## src/rtl/oled_pixel_streamer_pkg.sv

```systemverilog
// oled_pkg: shared panel geometry, command bytes, FSM states and RGB565 colours.
package oled_pkg;
  localparam int OLED_WIDTH  = 96;
  localparam int OLED_HEIGHT = 64;
  localparam logic [7:0] CMD_SET_COL = 8'h15;
  localparam logic [7:0] CMD_SET_ROW = 8'h75;
  typedef enum logic [1:0] {IDLE, CMD, PIXEL, GAP} state_e;
  localparam logic [15:0] RGB_BLACK  = 16'h0000;
  localparam logic [15:0] RGB_WHITE  = 16'hFFFF;
  localparam logic [15:0] RGB_RED    = 16'hF800;
  localparam logic [15:0] RGB_GREEN  = 16'h07E0;
  localparam logic [15:0] RGB_BLUE   = 16'h001F;
  localparam logic [15:0] RGB_YELLOW = 16'hFFE0;
  // Window-set sequence: col cmd, 0, last col, row cmd, 0, last row.
  function automatic logic [7:0] cmd_byte(input logic [2:0] idx, input logic [7:0] w1, input logic [7:0] h1);
    return idx == 3'd0 ? CMD_SET_COL : idx == 3'd2 ? w1 : idx == 3'd3 ? CMD_SET_ROW : idx == 3'd5 ? h1 : 8'h00;
  endfunction
endpackage

```

## src/rtl/oled_pixel_streamer_shifter.sv

```systemverilog
// oled_spi_shifter: mode-0 SPI serializer for 8- or 16-bit words, MSB first.
module oled_spi_shifter #(
  parameter int CLK_DIV = 2
) (
  input  logic        clk,
  input  logic        rst_n,
  input  logic        load_i,
  input  logic [15:0] word_i,
  input  logic        wide_i,
  output logic        sclk_o,
  output logic        mosi_o,
  output logic        done_o
);
  localparam int PER = 2 * CLK_DIV;
  localparam int CW  = $clog2(PER);
  logic [CW-1:0] cnt_q;
  logic [3:0]    left_q;
  logic [15:0]   sh_q;
  logic          act_q, sclk_q, mosi_q, last_ph;
  assign last_ph = cnt_q == CW'(PER - 1);
  assign done_o  = act_q && last_ph && left_q == 4'd0;
  assign sclk_o  = sclk_q;
  assign mosi_o  = mosi_q;
  always_ff @(posedge clk) begin
    if (!rst_n) begin
      cnt_q  <= '0;
      left_q <= '0;
      sh_q   <= '0;
      act_q  <= 1'b0;
      sclk_q <= 1'b0;
      mosi_q <= 1'b0;
    end else if (load_i) begin
      sh_q   <= word_i;
      left_q <= wide_i ? 4'd15 : 4'd7;
      cnt_q  <= '0;
      act_q  <= 1'b1;
      sclk_q <= 1'b0;
      mosi_q <= word_i[15];
    end else if (act_q && last_ph) begin
      cnt_q  <= '0;
      sclk_q <= 1'b0;
      act_q  <= left_q != 4'd0;
      mosi_q <= left_q != 4'd0 && sh_q[14];
      sh_q   <= sh_q << 1;
      left_q <= left_q - 4'd1;
    end else if (act_q) begin
      cnt_q  <= cnt_q + 1'b1;
      sclk_q <= int'(cnt_q) + 1 >= CLK_DIV;
    end
  end
endmodule

```

## src/rtl/oled_pixel_streamer.sv

```systemverilog
// oled_pixel_streamer: raster-scans a combinational renderer and streams frames to a 96x64 SPI OLED.
module oled_pixel_streamer
  import oled_pkg::*;
#(
  parameter int CLK_DIV    = 2,
  parameter int WIDTH      = OLED_WIDTH,
  parameter int HEIGHT     = OLED_HEIGHT,
  parameter int GAP_CYCLES = 16
) (
  input  logic        clk,
  input  logic        rst_n,
  input  logic        enable,
  input  logic [15:0] oled_data,
  output logic [6:0]  x,
  output logic [5:0]  y,
  output logic [12:0] pixel_index,
  output logic        frame_begin,
  output logic        busy,
  output logic        sclk,
  output logic        mosi,
  output logic        cs_n,
  output logic        dc
);
  localparam int GW = $clog2(GAP_CYCLES + 1);
  localparam logic [7:0] W1 = 8'(WIDTH - 1);
  localparam logic [7:0] H1 = 8'(HEIGHT - 1);
  state_e          state_q;
  logic [2:0]      idx_q;
  logic [GW-1:0]   gap_q;
  logic [6:0]      x_q;
  logic [5:0]      y_q;
  logic [12:0]     pix_q;
  logic            last_q, cs_n_q, dc_q, busy_q, fb_q;
  logic            done, load, ld_cmd0, ld_cmd, ld_pix, gap_end, last_x, at_end;
  logic [15:0]     word;
  oled_spi_shifter #(.CLK_DIV(CLK_DIV)) u_shift (
    .clk    (clk),
    .rst_n  (rst_n),
    .load_i (load),
    .word_i (word),
    .wide_i (ld_pix),
    .sclk_o (sclk),
    .mosi_o (mosi),
    .done_o (done)
  );
  // Loads land on the edge right after the shifter's last cycle, so bits run back-to-back.
  always_comb begin
    gap_end = state_q == GAP && gap_q == GW'(GAP_CYCLES - 1);
    last_x  = x_q == 7'(WIDTH - 1);
    at_end  = last_x && y_q == 6'(HEIGHT - 1);
    ld_cmd0 = enable && (state_q == IDLE || gap_end);
    ld_cmd  = state_q == CMD && done && idx_q != 3'd5;
    ld_pix  = done && (state_q == CMD ? idx_q == 3'd5 : state_q == PIXEL && !last_q);
    load    = ld_cmd0 || ld_cmd || ld_pix;
    word    = ld_pix ? oled_data : {cmd_byte(ld_cmd0 ? 3'd0 : idx_q + 3'd1, W1, H1), 8'h00};
  end
  always_ff @(posedge clk) begin
    if (!rst_n) begin
      state_q <= IDLE;
      idx_q   <= '0;
      gap_q   <= '0;
      x_q     <= '0;
      y_q     <= '0;
      pix_q   <= '0;
      last_q  <= 1'b0;
      cs_n_q  <= 1'b1;
      dc_q    <= 1'b0;
      busy_q  <= 1'b0;
      fb_q    <= 1'b0;
    end else begin
      fb_q <= 1'b0;
      if (ld_pix) begin
        x_q    <= last_x ? 7'd0 : x_q + 7'd1;
        y_q    <= at_end ? 6'd0 : last_x ? y_q + 6'd1 : y_q;
        pix_q  <= at_end ? 13'd0 : pix_q + 13'd1;
        last_q <= at_end;
      end
      case (state_q)
        IDLE: if (enable) begin
          state_q <= CMD;
          cs_n_q  <= 1'b0;
          busy_q  <= 1'b1;
          idx_q   <= '0;
        end
        CMD: if (done) begin
          if (idx_q == 3'd5) begin
            state_q <= PIXEL;
            dc_q    <= 1'b1;
            fb_q    <= 1'b1;
          end else idx_q <= idx_q + 3'd1;
        end
        PIXEL: if (done && last_q) begin
          state_q <= GAP;
          cs_n_q  <= 1'b1;
          dc_q    <= 1'b0;
          gap_q   <= '0;
          last_q  <= 1'b0;
        end
        GAP: if (gap_end) begin
          state_q <= enable ? CMD : IDLE;
          cs_n_q  <= !enable;
          busy_q  <= enable;
          idx_q   <= '0;
        end else gap_q <= gap_q + 1'b1;
      endcase
    end
  end
  assign x           = x_q;
  assign y           = y_q;
  assign pixel_index = pix_q;
  assign frame_begin = fb_q;
  assign busy        = busy_q;
  assign cs_n        = cs_n_q;
  assign dc          = dc_q;
endmodule

```

## config.mk

```make
export PLATFORM = sky130hd
export DESIGN_NAME = oled_pixel_streamer
export DESIGN_NICKNAME = d
export VERILOG_FILES = /design/src/rtl/oled_pixel_streamer_pkg.sv /design/src/rtl/oled_pixel_streamer_shifter.sv /design/src/rtl/oled_pixel_streamer.sv
export SDC_FILE = /design/constraint.sdc
export NUM_CORES = 1
export LEC_CHECK = 0
export CORE_MARGIN = 3
export CORE_UTILIZATION = 30
export CTS_CLUSTER_SIZE = 28
export DETAILED_ROUTE_END_ITERATION = 8
export RECOVER_POWER = 100
export SLEW_MARGIN = 20
export SYNTH_ARGS = -nofsm -noshare
export SYNTH_HDL_FRONTEND = slang
export SYNTH_SLANG_ARGS = --single-unit
```

## constraint.sdc

```tcl
create_clock -name clk -period 2.81 [get_ports clk]
set_clock_uncertainty 0.05 [all_clocks]
set_input_delay 0.4215 -clock clk [delete_from_list [all_inputs] [get_ports clk]]
set_output_delay 0.4215 -clock clk [all_outputs]
set_load 0.02 [all_outputs]
```

==> run summary <==
routed wire length -> 7940 µm
WL per Instance -> 13.5 µm
Syn Area/Cell -> 8.31 µm²
post-DP HPWL -> 5830 µm
maximum vdd drop -> 0.000241 V
most instantiated cells after synthesis -> dfxtp_1, nand2_1, o21ai_0, nor2_1, a21oi_1
Syn Inst Count -> 392
Starting Density -> 31.2%
Main synth FF type -> dfxtp_1
Crit Path Max Fanout -> 11
Die Y -> 110 µm
Final setup viols -> 0
diode count -> 0
Post-DRT Antenna Nets -> 0
RSZ-0062 raised after global routing -> false
Area Overhead vs Synth -> 27.0%
first-pass GRT wire length -> 13,300 µm
clk sink count -> 65
worst setup path start -> state_q[1]
async set-reset flop share out of synthesis -> 0%
die width -> 110 µm
worst-margin pin slew -> 0.593 ns
Yosys top cell by area -> dfxtp_1
post_cts resized -> 0
DR vias -> 2,918
Post-CTS Setup Repair Bufs -> 0
setup TNS -> 0 ns
reg-to-reg endpoint -> x[6]
fin crit share -> 88.1%
kind of critical path -> flip-flop to flip-flop
total global-route track usage -> 13.8%
Yosys top cell area share -> 39.9%
initial antenna violation count -> 0
fin. max-slew vios -> 0
cells along the critical path -> inv_1 > ha_1 > or3b_1 > nand2_1 > nand2_1 > or4b_2 > a21oi_1
min Tclk post-route -> 2.47 ns
worst rel slew slack -> 60.4%
Boundary Pins -> 51
YS warnings -> 0
register area share after synthesis -> 39.9%
Final WS setup -> 0.335 ns
Root Driver -> clkbuf_8
NumNets Final -> 484
vias in the first global route -> 2,767
Final Hold Fails -> 0
CP bufs+invs -> 1
Reg clk slew, reported paths -> 0.07 ns
Yosys cell types -> 55
Worst EP arrival -> 2.70 ns
CP max-delay cell -> or4b_2
drt first pass iters -> 4
Worst Hold Class -> flip-flop to flip-flop
Post-Route Utilization -> 39.6%
critical path required time -> 3.04 ns
Synth area leaders -> dfxtp_1, ha_1, o21ai_0, xor2_1, a21oi_1
DR vias/cell -> 4.95
CTS tree -> built
largest net degree at the start of global routing -> 30
drt drc -> 0
Worst Setup Start Kind -> flip-flop
Peak Freq -> 404 MHz
static leakage -> 0.00162 µW
Register-to-Register Path Depth -> 7
delay-heaviest family, CP -> simple AND/OR/NAND/NOR gates
port bufs -> 50
CP Depth -> 7
Post-Syn Nets -> 427
row count -> 37
core area -> 10,500 µm²
most used cell, CP -> nand2_1
status -> finished clean
routability congestion estimate -> 0.821
H-Tree Level Count -> 3
top-count cell post-synth -> dfxtp_1
Post-synth EDFFs -> 0
Hold Buf Count CTS -> 0
Post-Syn Area -> 3260 µm²
layout cells sized above 1 -> 6.84%
CP max stage delay -> 0.64 ns
beginning of the worst register-to-register path -> state_q[1]
CP endpoint kind -> flip-flop
GRT Residual Overflow -> 0
max-cap violation count -> 0
worst-skew pair later-pin latency -> 0.35 ns
CTS buffer count -> 9
Place WS -> 0.415 ns
Reg2Reg Setup Slack -> 0.34 ns
Worst setup endpoint -> x[6]
total die area -> 12,200 µm²
synthesized flop and latch total -> 65
DRT iter0 DRCs -> 143
PD cells -> 648 nW/µm²
Clock Path Buffers -> 2
[routing by layer]
metal	vias up	track usage, %	part of all wire, %
met1	1362	18.0	48
met5	-	0	0
met3	10	3.79	4.2
met2	48	22.2	47
met4	0	4.13	1.2
li1	1498	-	-
[cells by family (layout without fill, tap and decap cells)]
group,Yosys count,in the layout,share of synthesized area [%]
simple gates,150,150,22.8
compound gates,100,100,19.2
flops,65,65,39.9
buf+inv,31,92,3.76
xor+xnor,26,26,6.99
fa+ha+maj,16,16,6.14
mux,4,4,1.23
[report_power, final]
part	internal (µW)	switching, µW	total, µW
clock network	451	353	804
logic	316	458	774
registers	1030	75.0	1100
[cells in the final DEF (no fill, tap or decap), types with 4 or more instances in the layout]
cell,n
nand3_1,26
o21ai_0,37
buf_4,11
a21oi_1,32
dfxtp_1,65
xor2_1,20
ha_1,16
dlygate4sd3_1,32
clkbuf_1,4
nand4_1,8
clkdlybuf4s50_1,18
nor2_1,36
nand2_1,40
mux2i_1,4
clkbuf_8,11
and3_1,6
inv_1,12
a31oi_1,4
nand2b_1,8
xnor2_1,6
and2_1,4
[final cells by class]
type	count	area, µm²
inverter	12	45.0
clock buffer	12	155
multi-input combinational	296	1830
fill	1085	6320
timing repair buffer	65	599
sequential	65	1300
clock inverter	3	40.0
tap	136	170
[through the flow]
| step | instances | hold slack [ns] | power [µW] | area [µm²] |
|---|---|---|---|---|
| after detailed placement | 574 | 0.418 | 1920 | 3970 |
| after floorplan | 392 | 0.394 | 1670 | 3260 |
| after global routing | 589 | 0.457 | 2850 | 4140 |
| after global placement | 574 | 0.412 | 1910 | 3970 |
| final | 589 | 0.431 | 2680 | 4140 |
| after CTS | 589 | 0.429 | 2720 | 4160 |
[flip-flops by register name, summed over array words and instances, names as in the netlist]
| register | cells |
|---|---|
| y | 6 |
| cs_n | 1 |
| u_shift.left_q | 4 |
| busy | 1 |
| state_q | 2 |
| u_shift.mosi_o | 1 |
| u_shift.act_q | 1 |
| dc | 1 |
| x | 7 |
| pixel_index | 13 |
| idx_q | 3 |
| u_shift.cnt_q | 2 |
| gap_q | 5 |
| last_q | 1 |
| u_shift.sclk_o | 1 |
| frame_begin | 1 |
| u_shift.sh_q | 15 |
[tightest hold or removal path: cells and delay by family, from the launching register on]
family / cells / cell delay, ns
AOI/OAI and AO/OA: 1 / 0.05
DFF: 1 / 0.33
and+or+nand+nor: 1 / 0.06
[how the worst min path moves through the flow]
stage | from | endpoint | slack [ns] | cells after the start
global placement | gap_q[1] | gap_q[1] | 0.41 | 2
detailed placement | gap_q[1] | gap_q[1] | 0.42 | 2
floorplan | gap_q[1] | gap_q[1] | 0.39 | 2
CTS | gap_q[1] | gap_q[1] | 0.43 | 2
finish | gap_q[1] | gap_q[1] | 0.43 | 2
global route | busy | busy | 0.46 | 2
Power figures use the tool's default switching activity.
